--- config.mk ---
export PLATFORM = sky130hd
export DESIGN_NAME = ccff_chain_loader_flat
export DESIGN_NICKNAME = d
export VERILOG_FILES = /design/src/rtl/ccff_loader_pkg.sv /design/src/rtl/ccff_chain_loader_if.sv /design/src/rtl/ccff_serializer.sv /design/src/rtl/ccff_chain_loader.sv /design/src/flat_wrapper.sv
export SDC_FILE = /design/constraint.sdc
export NUM_CORES = 1
export LEC_CHECK = 0
export BUFFER_PORTS_ARGS = -buffer_cell sky130_fd_sc_hd__buf_2
export CORE_ASPECT_RATIO = 0.7
export CORE_MARGIN = 5
export CORE_UTILIZATION = 50
export DETAILED_ROUTE_END_ITERATION = 12
export PLACE_DENSITY = 0.84
export SLEW_MARGIN = 40
export SYNTH_ARGS = -nofsm -noshare
export SYNTH_HDL_FRONTEND = slang
export SYNTH_SLANG_ARGS = --single-unit
--- constraint.sdc ---
create_clock -name prog_clk -period 2.4 [get_ports prog_clk]
set_clock_uncertainty 0.15 [all_clocks]
set_input_delay 0 -clock prog_clk [delete_from_list [all_inputs] [get_ports prog_clk]]
set_output_delay 0 -clock prog_clk [all_outputs]
set_load 0.03 [all_outputs]
--- src/rtl/ccff_loader_pkg.sv ---
// Shared types and sizing helpers for the configuration-chain loader.
// Holds the loader state encoding, default geometry and the counter-width helper.
package ccff_loader_pkg;

    localparam int DEFAULT_CHAIN_LEN = 41;
    localparam int DEFAULT_WORD_W    = 8;

    typedef enum logic [1:0] {
        IDLE  = 2'd0,
        LOAD  = 2'd1,
        SHIFT = 2'd2,
        DONE  = 2'd3
    } state_t;

    // Width needed to count from 0 up to and including n.
    function automatic int cnt_width(input int n);
        return (n < 1) ? 1 : $clog2(n + 1);
    endfunction

endpackage

--- src/rtl/ccff_chain_loader_if.sv ---
// Bitstream word handshake between the programming interface and the loader.
// The master drives words; the slave (loader) drives cfg_ready.
interface ccff_chain_loader_if
    import ccff_loader_pkg::*;
#(
    parameter int WORD_W = DEFAULT_WORD_W
);
    logic [WORD_W-1:0] cfg_data;
    logic              cfg_valid;
    logic              cfg_last;
    logic              cfg_ready;

    modport master (output cfg_data, cfg_valid, cfg_last, input cfg_ready);
    modport slave  (input cfg_data, cfg_valid, cfg_last, output cfg_ready);
endinterface

--- src/rtl/ccff_serializer.sv ---
// Word register for the loader: captures a word, then hands out its bits LSB-first.
// next_bit is the bit that will be on ccff_head in the cycle after the current edge.
module ccff_serializer
    import ccff_loader_pkg::*;
#(
    parameter  int WORD_W = DEFAULT_WORD_W,
    localparam int BC_W   = cnt_width(WORD_W)
) (
    input  logic              clk,
    input  logic              rst,
    input  logic              clear,
    input  logic              load,
    input  logic              shift,
    input  logic [WORD_W-1:0] data,
    input  logic [BC_W-1:0]   n_bits,
    output logic              next_bit,
    output logic              word_last
);

    logic [WORD_W-1:0] shreg;
    logic [WORD_W-1:0] shifted;
    logic [BC_W-1:0]   rem;

    always_ff @(posedge clk) begin
        if (rst || clear) begin
            shreg <= '0;
            rem   <= '0;
        end else if (load) begin
            shreg <= data;
            rem   <= n_bits;
        end else if (shift) begin
            shreg <= shifted;
            rem   <= rem - BC_W'(1);
        end
    end

    // On a capture the first bit comes straight from the bus; otherwise the one behind the LSB.
    always_comb begin
        shifted   = shreg >> 1;
        next_bit  = load ? data[0] : shifted[0];
        word_last = (rem == BC_W'(1));
    end

endmodule

--- src/rtl/ccff_chain_loader.sv ---
// Configuration-chain loader: FSM, chain bit counter, framing check and optional readback.
// Define CCFF_READBACK_EN to capture ccff_tail into rb_data/rb_valid while shifting.
module ccff_chain_loader
    import ccff_loader_pkg::*;
#(
    parameter int CHAIN_LEN = DEFAULT_CHAIN_LEN,
    parameter int WORD_W    = DEFAULT_WORD_W
) (
    input  logic                    prog_clk,
    input  logic                    pReset,
    input  logic                    start,
    ccff_chain_loader_if.slave      bus,
    output logic                    ccff_head,
    input  logic                    ccff_tail,
    output logic                    config_enable,
    output logic                    busy,
    output logic                    done,
    output logic                    err
`ifdef CCFF_READBACK_EN
    ,
    output logic [WORD_W-1:0]       rb_data,
    output logic                    rb_valid
`endif
);

    localparam int CNT_W = cnt_width(CHAIN_LEN);
    localparam int BC_W  = cnt_width(WORD_W);

    state_t           state, state_next;
    logic [CNT_W-1:0] bit_cnt;
    logic             last_q;
    logic             clear;
    logic             handshake;
    logic             set_err;
    logic             chain_full;
    logic             next_bit;
    logic             word_last;
    logic [BC_W-1:0]  n_bits;
    int               bits_left;

    assign bus.cfg_ready = (state == LOAD);
    assign busy          = (state != IDLE);
    assign done          = (state == DONE);
    assign handshake     = (state == LOAD) && bus.cfg_valid;
    assign chain_full    = (bit_cnt == CNT_W'(CHAIN_LEN - 1));
    assign bits_left     = CHAIN_LEN - int'(bit_cnt);
    assign n_bits        = BC_W'((bits_left > WORD_W) ? WORD_W : bits_left);

    ccff_serializer #(.WORD_W(WORD_W)) u_serializer (
        .clk       (prog_clk),
        .rst       (pReset),
        .clear     (clear),
        .load      (handshake),
        .shift     (state == SHIFT),
        .data      (bus.cfg_data),
        .n_bits    (n_bits),
        .next_bit  (next_bit),
        .word_last (word_last)
    );

    // A word ends either at the chain end or, framed early by cfg_last, before it.
    always_comb begin
        state_next = state;
        clear      = 1'b0;
        set_err    = 1'b0;
        unique case (state)
            IDLE: begin
                if (start) begin
                    state_next = LOAD;
                    clear      = 1'b1;
                end
            end
            LOAD: begin
                if (bus.cfg_valid) state_next = SHIFT;
            end
            SHIFT: begin
                if (word_last) begin
                    if (chain_full) begin
                        state_next = DONE;
                        set_err    = !last_q;
                    end else if (last_q) begin
                        state_next = DONE;
                        set_err    = 1'b1;
                    end else begin
                        state_next = LOAD;
                    end
                end
            end
            DONE: state_next = IDLE;
            default: state_next = IDLE;
        endcase
    end

    always_ff @(posedge prog_clk) begin
        if (pReset) begin
            state         <= IDLE;
            bit_cnt       <= '0;
            last_q        <= 1'b0;
            err           <= 1'b0;
            ccff_head     <= 1'b0;
            config_enable <= 1'b0;
        end else begin
            state         <= state_next;
            config_enable <= (state_next == SHIFT);
            if (state_next == SHIFT) ccff_head <= next_bit;
            if (handshake) last_q <= bus.cfg_last;
            if (clear) begin
                bit_cnt <= '0;
                err     <= 1'b0;
            end else begin
                if (state == SHIFT) bit_cnt <= bit_cnt + CNT_W'(1);
                if (set_err) err <= 1'b1;
            end
        end
    end

`ifdef CCFF_READBACK_EN
    logic [WORD_W-1:0] rb_acc;
    logic [WORD_W-1:0] rb_word;
    logic [BC_W-1:0]   rb_cnt;

    always_comb begin
        rb_word = rb_acc;
        for (int i = 0; i < WORD_W; i++) begin
            if (i == int'(rb_cnt)) rb_word[i] = ccff_tail;
        end
    end

    // A partial final word leaves on the edge into DONE so rb_valid lines up with done.
    always_ff @(posedge prog_clk) begin
        if (pReset) begin
            rb_acc   <= '0;
            rb_cnt   <= '0;
            rb_data  <= '0;
            rb_valid <= 1'b0;
        end else begin
            rb_valid <= 1'b0;
            if (clear) begin
                rb_acc <= '0;
                rb_cnt <= '0;
            end else if (state == SHIFT) begin
                if (int'(rb_cnt) == WORD_W - 1 || state_next == DONE) begin
                    rb_data  <= rb_word;
                    rb_valid <= 1'b1;
                    rb_acc   <= '0;
                    rb_cnt   <= '0;
                end else begin
                    rb_acc <= rb_word;
                    rb_cnt <= rb_cnt + BC_W'(1);
                end
            end
        end
    end
`else
    logic unused_tail;
    assign unused_tail = ccff_tail;
`endif

endmodule
--- src/flat_wrapper.sv ---
// flat-port wrapper written by rule: the top's interface ports become plain ports
module ccff_chain_loader_flat import ccff_loader_pkg::*;
#(
    parameter int CHAIN_LEN = DEFAULT_CHAIN_LEN,
    parameter int WORD_W    = DEFAULT_WORD_W
)
  (prog_clk, pReset, start, ccff_head, ccff_tail, config_enable, busy, done, err, bus_cfg_data, bus_cfg_valid, bus_cfg_last, bus_cfg_ready);
  ccff_chain_loader_if #(.WORD_W(WORD_W)) bus_i ();
  input  logic prog_clk;
  input  logic pReset;
  input  logic start;
  output logic ccff_head;
  input  logic ccff_tail;
  output logic config_enable;
  output logic busy;
  output logic done;
  output logic err;
  input wire logic [$bits(bus_i.cfg_data)-1:0] bus_cfg_data;
  input wire logic [$bits(bus_i.cfg_valid)-1:0] bus_cfg_valid;
  input wire logic [$bits(bus_i.cfg_last)-1:0] bus_cfg_last;
  output wire logic [$bits(bus_i.cfg_ready)-1:0] bus_cfg_ready;
  assign bus_i.cfg_data = bus_cfg_data;
  assign bus_i.cfg_valid = bus_cfg_valid;
  assign bus_i.cfg_last = bus_cfg_last;
  assign bus_cfg_ready = bus_i.cfg_ready;
  ccff_chain_loader #(.CHAIN_LEN(CHAIN_LEN), .WORD_W(WORD_W)) u_core (.prog_clk(prog_clk), .pReset(pReset), .start(start), .bus(bus_i), .ccff_head(ccff_head), .ccff_tail(ccff_tail), .config_enable(config_enable), .busy(busy), .done(done), .err(err));
endmodule
After elaboration in Yosys (flattened, before gate mapping)
Cells that the tools add are included.
- input port bits: 14
- logic and storage cells: 43
- register bits: 24
- equal/unequal tests: 6
- $add $sub $neg: 3
- magnitude comparators: 1
- reductions and logical operators: 7
- muxes and demuxes: 18
- operators with widths (operator ; count):
    $mux 8 ; 2
    $mux 4 ; 3
    $mux 2 ; 5
    $pmux 2 s4 ; 1
    $gt 7x5->1 const B ; 1
    $mux 1 ; 7
    $sub 6x6->7 const A ; 1
    $add 6x1->6 const B ; 1
    $eq 2x2->1 const B ; 3
    $eq 6x6->1 const B ; 1
    $eq 4x1->1 const B ; 1
    $reduce_bool 2->1 ; 2
    $sub 4x1->4 const B ; 1
    $eq 2x1->1 const B ; 1
    $logic_not 2->1 ; 1
    $reduce_or 2->1 ; 1
    $logic_and 1x1->1 ; 1
    $logic_not 1->1 ; 1
    $logic_or 1x1->1 ; 1

Logic depth before layout (Yosys ltp)
Gate-level depths: netlist of the first run.
- depth after elaboration: 5
- gate-level depth with buffers: 7
- mapped depth without buffers: 7

Modules after synthesis
From an unflattened synthesis of the first run, not the netlist that was laid out.
- cell total of the unflattened synthesis: 153
- area total of the unflattened synthesis: 1366.3 µm²
- by module, submodules not included (module ; times used ; seq. area each (µm²) ; cells an instance ; area an instance (µm²)):
    ccff_chain_loader ; 1 ; 240.2 ; 93 ; 777.0
    ccff_serializer ; 1 ; 220.2 ; 60 ; 589.3

Worst setup path after synthesis of the first run
OpenSTA, ideal clock, no wires.
- path type: register -> register
- start point: register u_core.bit_cnt[1]
- end point: register u_core.u_serializer.rem[3]
- clock period less this slack: 1.784 ns
- path buffers: 0
- data required time: 2.131 ns
- stages on the path, launching flop included: 7
- path slack: 0.616 ns
- arrival: 1.515 ns
- cell sequence: dfxtp_1 inv_1 ha_1 nand2b_1 a31oi_1 o211ai_2 o221a_2
- cells in the longest elaborated chain, start to end: 4
- RTL lines (element ; RTL line ; text):
    from (decl) ; ccff_chain_loader.sv:30 ; logic [CNT_W-1:0] bit_cnt;
    from (signal assigned) ; ccff_chain_loader.sv:111 ; if (state == SHIFT) bit_cnt <= bit_cnt + CNT_W'(1);
    $sub 6x6->7 (*) ; ccff_chain_loader.sv:46 ; assign bits_left = CHAIN_LEN - int'(bit_cnt);
    $gt 7x5->1 ; ccff_chain_loader.sv:47 ; assign n_bits = BC_W'((bits_left > WORD_W) ? WORD_W : bits_left);
    $mux 4 (*) ; ccff_chain_loader.sv:47 ;
    $mux 4 (*) ; ccff_serializer.sv:28 ; end else if (load) begin
    to (signal assigned) ; ccff_serializer.sv:30 ; rem <= n_bits;
    to (signal assigned) ; ccff_serializer.sv:33 ; rem <= rem - BC_W'(1);
    to (decl) ; ccff_serializer.sv:22 ; logic [BC_W-1:0] rem;
Every way passes the cells marked *; elsewhere a longest branch is shown, timed or not.
A chain may end at the register's enable or synchronous reset.

Worst setup path in the final report of the first run
- start point: register u_core.bit_cnt[1]
- end point: register u_core.u_serializer.rem[2]
Same word-level chain as after synthesis.

==> summary.md, run 1 <==
| Metric | Value |
|---|---|
| Mapped Nets | 173 |
| Syn_area_per_cell | roughly 8.3 µm² |
| CTS tree | built |
| Critical path, cell by cell | inv_1 > ha_1 > nand2b_1 > a31oi_1 > o211ai_2 > a2111oi_2 |
| CTS root buf | clkbuf_4 |
| Diode count | 0 |
| First-pass GRT wire length | 5133 µm |
| Post-route insts no fill | 211 |
| Maximum VDD drop | 0.2845 mV |
| Clock transition at path regs | approximately 140 ps |
| Initial antenna violation count | 0 |
| Row cnt | 15 |
| Most used DFF post-synth | dfxtp_1 |
| Leak Pwr | 0.5786 nW |
| Wirelength per Cell | 13.92 µm |
| Final hold violation count | 0 |
| Setup TNS | 0 ps |
| Top cells by area, synth | dfxtp_1 (37%), ha_1 (8.0%), a21oi_1 (6.0%) |
| Dpl hpwl | 2077 µm |
| Arrival @ worst endpoint | 2180 ps |
| GPL Wtd Cong | 0.8379 |
| # Max-Cap Violations | 0 |
| Worst setup SP type | flip-flop |
| Setup crit start | u_core.bit_cnt[1] |
| Total number of vias | 1194 |
| Commonest cells post-synth | dfxtp_1 (23), nand2_1 (18), nor2_1 (17) |
| Vias in the first global route | between 1000 and 1500 |
| Final #Nets | 200 |
| Worst Path Required | 2480 ps |
| Vert. Die Dim | 51.94 µm |
| GRT Total Usage | 17.35% |
| Highest Clock Rate | 478.2 MHz |
| Core box area | 2440 µm² |
| Crit path max fanout | 6 |
| Slew headroom | 59.22% |
| Total power divided by cell area | about 500 nW/µm² |
| Largest net degree at the start of global routing | 19 |
| Dpl cells | 196 |
| Io pins | 20 |
| Worst slew pin tran | 611.7 ps |
| Detailed Route Iter0 Violations | 101 |
| Worst Hold Class | primary input to flip-flop |
| Final period utilization | 87.13% |
| Routed WL | 2938 µm |
| Count of different cell masters after synthesis | 38 |
| Initial Util | 51.49% |
| Synth Register Bits | 23 |
| Warnings from Yosys | 0 |
| Seq/Total Area, Yosys | 36.65% |
| CP Class | flip-flop to flip-flop |
| Most common cell in the synthesized netlist | dfxtp_1 |
| Slowest-stage cell, CP | dfxtp_1 |
| CP peak stage delay | 450 ps |
| CP Capture Type | flip-flop |
| CTS resizes | 0 |
| Status | complete, no violations |
| Clock buffer count from CTS | 3 |
| Layout overhead on the synthesized area | 18.23% |
| Layout cells sized above 1 | ~18% |
| Period minus WS final | 2091 ps |
| Final Setup Violations | 0 |
| Skew-Pair Late Insertion Delay | about 330 ps |
| EDFF count, synth | 0 |
| Die Span X | ~70 µm |
| Via density per instance | 5.659 |
| H-Tree Depth | 1 |
| Tot Pwr | 0.0007354 W |
| Largest area contributor in the netlist | dfxtp_1 |
| Global route overflow | 0 |
| Max clock buf depth | 2 |
| Post-Syn Instances | 151 |
| Final antenna-violating net count | 0 |
| Detailed Routing Iterations Pass 1 | 4 |
| DRC violations left | 0 |
| Max-slew violation count | 0 |
| Area of the mapped netlist | 1256 µm² |
| Die area | between 3000 and 4000 µm² |
| FFs w/ async S/R, synth | 0% |
| TritonCTS Sinks | 23 |
| Hold path startpoint | start |
| RSZ-0062 raised after global routing | false |
| Synth top area share | 36.65% |
| Start of the worst register-to-register path | u_core.bit_cnt[1] |
| # port buffers | 18 |
## layout by cell type (no fill, tap or decap), types with 2 or more instances in the layout
cell and instances:
buf_4 2, nor3_1 2, dfxtp_1 23, a21oi_1 15
o21ai_0 4, ha_1 8, and3b_1 2, a21o_1 2
and2_1 2, nand2_1 18, nand2b_1 2, a22oi_1 7
a31oi_1 3, buf_2 18, nand3_1 4, clkbuf_4 3
nand4_1 2, o21ai_1 2, nor2_1 17, inv_1 7
dlygate4sd3_1 11, xor2_1 5
## state kept, by name, indices dropped and copies added, names as in the netlist
signal / count
u_core.last_q: 1
u_core.config_enable: 1
u_core.ccff_head: 1
u_core.state: 2
u_core.u_serializer.rem: 4
u_core.bit_cnt: 6
u_core.u_serializer.shreg: 7
u_core.err: 1
## worst paths after layout
| check | end | slack, ps | depth (start not counted) |
|---|---|---|---|
| max | u_core.u_serializer.rem[2] | 310 | 6 |
| min | u_core.state[0] | 30 | 4 |
| max reg2reg | u_core.u_serializer.rem[2] | 310 | 6 |
| min reg2reg | u_core.u_serializer.shreg[4] | 320 | 2 |
## critical path: cells and delay by family, from the launching register on
| family | cells | cell delay (ps) |
|---|---|---|
| buffers and inverters | 1 | 140 |
| adders and majority gates | 1 | 290 |
| DFF | 1 | 450 |
| and+or+nand+nor | 1 | 170 |
| AOI/OAI and AO/OA | 3 | 810 |
## repair_timing
item                                   CTS  global route
endpoints found under the hold margin   13             0
hold buffers                            11             0
buffers inserted                         0             0
## power by group
group          total, W  internal (W)  leakage (nW)  switching, W
logic          0.000135     0.0000563         0.378     0.0000790
clock network  0.000190     0.0000638        0.0139      0.000126
registers      0.000410      0.000396         0.186     0.0000143
total          0.000735      0.000516         0.579      0.000220
## per-layer routing
| layer | wire length, µm | share of wire (%) | track usage [%] | vias up |
|---|---|---|---|---|
| met5 | 0 | 0 | 0 | - |
| met4 | 15 | 0.51 | 2.229 | 0 |
| met3 | 153 | 5.2 | 4.247 | 3 |
| met2 | 1556 | 53 | 34.33 | 35 |
| met1 | 1213 | 41 | 19.44 | 581 |
| li1 | - | - | - | 575 |
## area by class of cell
| cell class | count | area (µm²) |
|---|---|---|
| repair buffers | 31 | 215.2 |
| multi-input cells | 112 | 710.7 |
| inverters | 7 | 26.28 |
| clock inverters | 1 | 7.507 |
| well taps | 34 | 42.54 |
| clock buffers | 3 | 22.52 |
| fillers | 215 | 954.7 |
| flip-flops and latches | 23 | 460.4 |
## cells by family after synthesis
kind of cell	after synthesis	share of synthesized area (%)
multiplexers	1	0.8964
buffers and inverters	16	6.773
flip-flops	23	36.65
XOR/XNOR	6	4.183
AO/OA/AOI/OAI	41	21.71
adder cells (fa/ha/maj)	8	7.968
AND/OR/NAND/NOR	56	21.81
## per-stage QoR
step / cell area (µm²) / worst slack [ps] / utilization, % / hold slack [ps]
global route: 1485 / 162.9 / 60.87 / 66.52
detailed placement: 1345 / 346.9 / 55.13 / 100.6
global placement: 1345 / 533.2 / 55.13 / 76.73
CTS: 1485 / 318.1 / 60.87 / 6.737
finish: 1485 / 308.9 / 60.87 / 26.00
floorplan: 1256 / 616.0 / - / -80.93
(Power assumes the default switching activity.)
==> run 2: changes to the inputs <==
Settings changed: HOLD_SLACK_MARGIN set to 0.15.
==> summary.md, run 2 (synthesis results as in run 1) <==
| Metric | Value |
|---|---|
| Max clock buf depth | 2 (unchanged) |
| Detailed Routing Iterations Pass 1 | 4 (unchanged) |
| GPL Wtd Cong | 0.8379 (unchanged) |
| Setup TNS | 0 ps (unchanged) |
| Die area | 3631 µm² (unchanged) |
| Commonest non-fill, non-tap cell in the layout | dfxtp_1 (unchanged) |
| Period minus WS final | 2105 ps (was 2091 ps) |
| Via density per instance | 5.584 (was 5.659) |
| Setup ws final | 294.6 ps (was 308.9 ps) |
| End of the critical path | u_core.u_serializer.rem[2] (unchanged) |
| Skew-Pair Late Insertion Delay | 330 ps (about the same) |
| Grt met1 use | 20.58% (was 19.44%) |
| Max-slew violation count | 0 (unchanged) |
| Crit path max fanout | 6 (unchanged) |
| Diode count | 0 (unchanged) |
| Final antenna-violating net count | 0 (unchanged) |
| Die Span X | 69.91 µm (unchanged) |
| Commonest non-fill, non-tap cells in the layout | dfxtp_1 (23), nand2_1 (18), buf_2 (18) (unchanged) |
| Final Setup Violations | 0 (unchanged) |
| Initial Util | 51.49% (unchanged) |
| Start of the worst register-to-register path | u_core.bit_cnt[1] (unchanged) |
| Worst slew pin tran | 626.6 ps (was 611.7 ps) |
| Row cnt | 15 (unchanged) |
| Reg2Reg Setup Slack | 290 ps (was 310 ps) |
| Leak Pwr | 0.5912 nW (was 0.5786 nW) |
| Slew headroom | 58.23% (was 59.22%) |
| Arrival @ worst endpoint | 2190 ps (was 2180 ps) |
| Met2 Use GR | 34.64% (was 34.33%) |
| Top reg by flops | u_core.u_serializer.shreg (unchanged) |
| Layout overhead on the synthesized area | 20.62% (was 18.23%) |
| Dpl hpwl | 2077 µm (unchanged) |
| CP Capture Type | flip-flop (unchanged) |
| Final #Nets | 203 (was 200) |
| Max reg flops | 7 (unchanged) |
| Regs by FF count | u_core.u_serializer.shreg: 7 flops, u_core.bit_cnt: 6 flops, u_core.u_serializer.rem: 4 flops (unchanged) |
| Global route overflow | 0 (unchanged) |
| Layout cells sized above 1 | 17.22% (was 17.51%) |
| Worst Path Required | 2490 ps (was 2480 ps) |
| DRC violations left | 0 (unchanged) |
| Largest net degree at the start of global routing | 19 (unchanged) |
| Pre-CTS setup slack | 346.9 ps (unchanged) |
| Hold slack | 278.9 ps (was 26.00 ps) |
| Post-route cell area | 1515 µm² (was 1485 µm²) |
| Core box area | 2440 µm² (unchanged) |
| TritonCTS Sinks | 23 (unchanged) |
| Area after DPL | 1345 µm² (unchanged) |
| Setup crit start | u_core.bit_cnt[1] (unchanged) |
| Worst setup SP type | flip-flop (unchanged) |
| Total number of vias | 1195 (was 1194) |
| GRT Total Usage | 17.89% (was 17.35%) |
| # Max-Cap Violations | 0 (unchanged) |
| Final period utilization | 87.72% (was 87.13%) |
| Worst Hold Class | primary input to flip-flop (unchanged) |
| Detailed Route Iter0 Violations | 107 (was 101) |
| R2R depth | 6 (unchanged) |
| Final hold violation count | 0 (unchanged) |
| Vias in the first global route | 1202 (was 1209) |
| Clock buffer count from CTS | 3 (unchanged) |
| RSZ-0062 raised after global routing | false (unchanged) |
| CTS resizes | 0 (unchanged) |
| Vert. Die Dim | 51.94 µm (unchanged) |
| Total power divided by cell area | 487.4 nW/µm² (was 495.2 nW/µm²) |
| Global routing usage on met3 | 4.247% (unchanged) |
| # port buffers | 18 (unchanged) |
| H-Tree Depth | 1 (unchanged) |
| CTS tree | built (unchanged) |
| GR peak layer | met2 (unchanged) |
| First-pass GRT wire length | 5250 µm (was 5133 µm) |
| Routed WL | 2969 µm (was 2938 µm) |
| Wirelength per Cell | 13.87 µm (was 13.92 µm) |
| Initial antenna violation count | 0 (unchanged) |
| Crit Reg-Reg Endpoint | u_core.u_serializer.rem[2] (unchanged) |
| Maximum VDD drop | 0.2843 mV (was 0.2845 mV) |
| CP Class | flip-flop to flip-flop (unchanged) |
| Io pins | 20 (unchanged) |
| CTS root buf | clkbuf_4 (unchanged) |
| Status | complete, no violations (unchanged) |
| Highest Clock Rate | 475.0 MHz (was 478.2 MHz) |
| Clock transition at path regs | 130 ps (was 140 ps) |
[run 2: worst max-delay path, stage by stage, from the launching register on]
cell       delay, ps
dfxtp_1          450
inv_1            140
ha_1             290
nand2b_1         170
a31oi_1          280
o211ai_2         210
a2111oi_2        330
[run 2: report_power, final]
| part | internal (W) | switching [W] | leakage (nW) |
|---|---|---|---|
| combinational | 0.0000590 | 0.0000794 | 0.391 |
| clock | 0.0000639 | 0.000126 | 0.0139 |
| sequential | 0.000396 | 0.0000143 | 0.186 |
| total | 0.000519 | 0.000220 | 0.591 |
[run 2: final cells by class]
cell class,instances,area [µm²]
Inverter,7,26.28
Clock inverter,1,7.507
Multi-Input combinational cell,112,710.7
Tap cell,34,42.54
Timing Repair Buffer,34,245.2
Clock buffer,3,22.52
Fill cell,213,924.6
Sequential cell,23,460.4
[run 2: what timing repair did]
| item | 4_1_cts | 5_1_grt |
|---|---|---|
| hold buffers | 14 | 0 |
| setup buffers | 0 | 0 |
| hold endpoints to repair | 16 | 0 |
| endpoints found under the setup margin | 0 | 0 |
[run 2: metrics by stage]
stage	power [W]	instances	util, %
after floorplan	0.0005047	151	-
after global placement	0.0005303	196	55.13
after detailed placement	0.0005380	196	55.13
after CTS	0.0007409	214	62.10
after global routing	0.0007768	214	62.10
final	0.0007385	214	62.10
[run 2: worst min path at each step]
stage,startpoint,to,slack [ps],cells past startpoint
global placement,pReset,u_core.last_q,80,2
detailed placement,pReset,u_core.last_q,100,2
CTS,pReset,u_core.ccff_head,280,3
global route,pReset,u_core.ccff_head,260,3
finish,pReset,u_core.ccff_head,280,3
floorplan,pReset,u_core.last_q,-80,1
[run 2: metal layers]
metal	part of all wire [%]	vias up
li1	-	579
met1	42	579
met2	52	32
met3	4.7	5
met4	0.77	0
met5	0	-
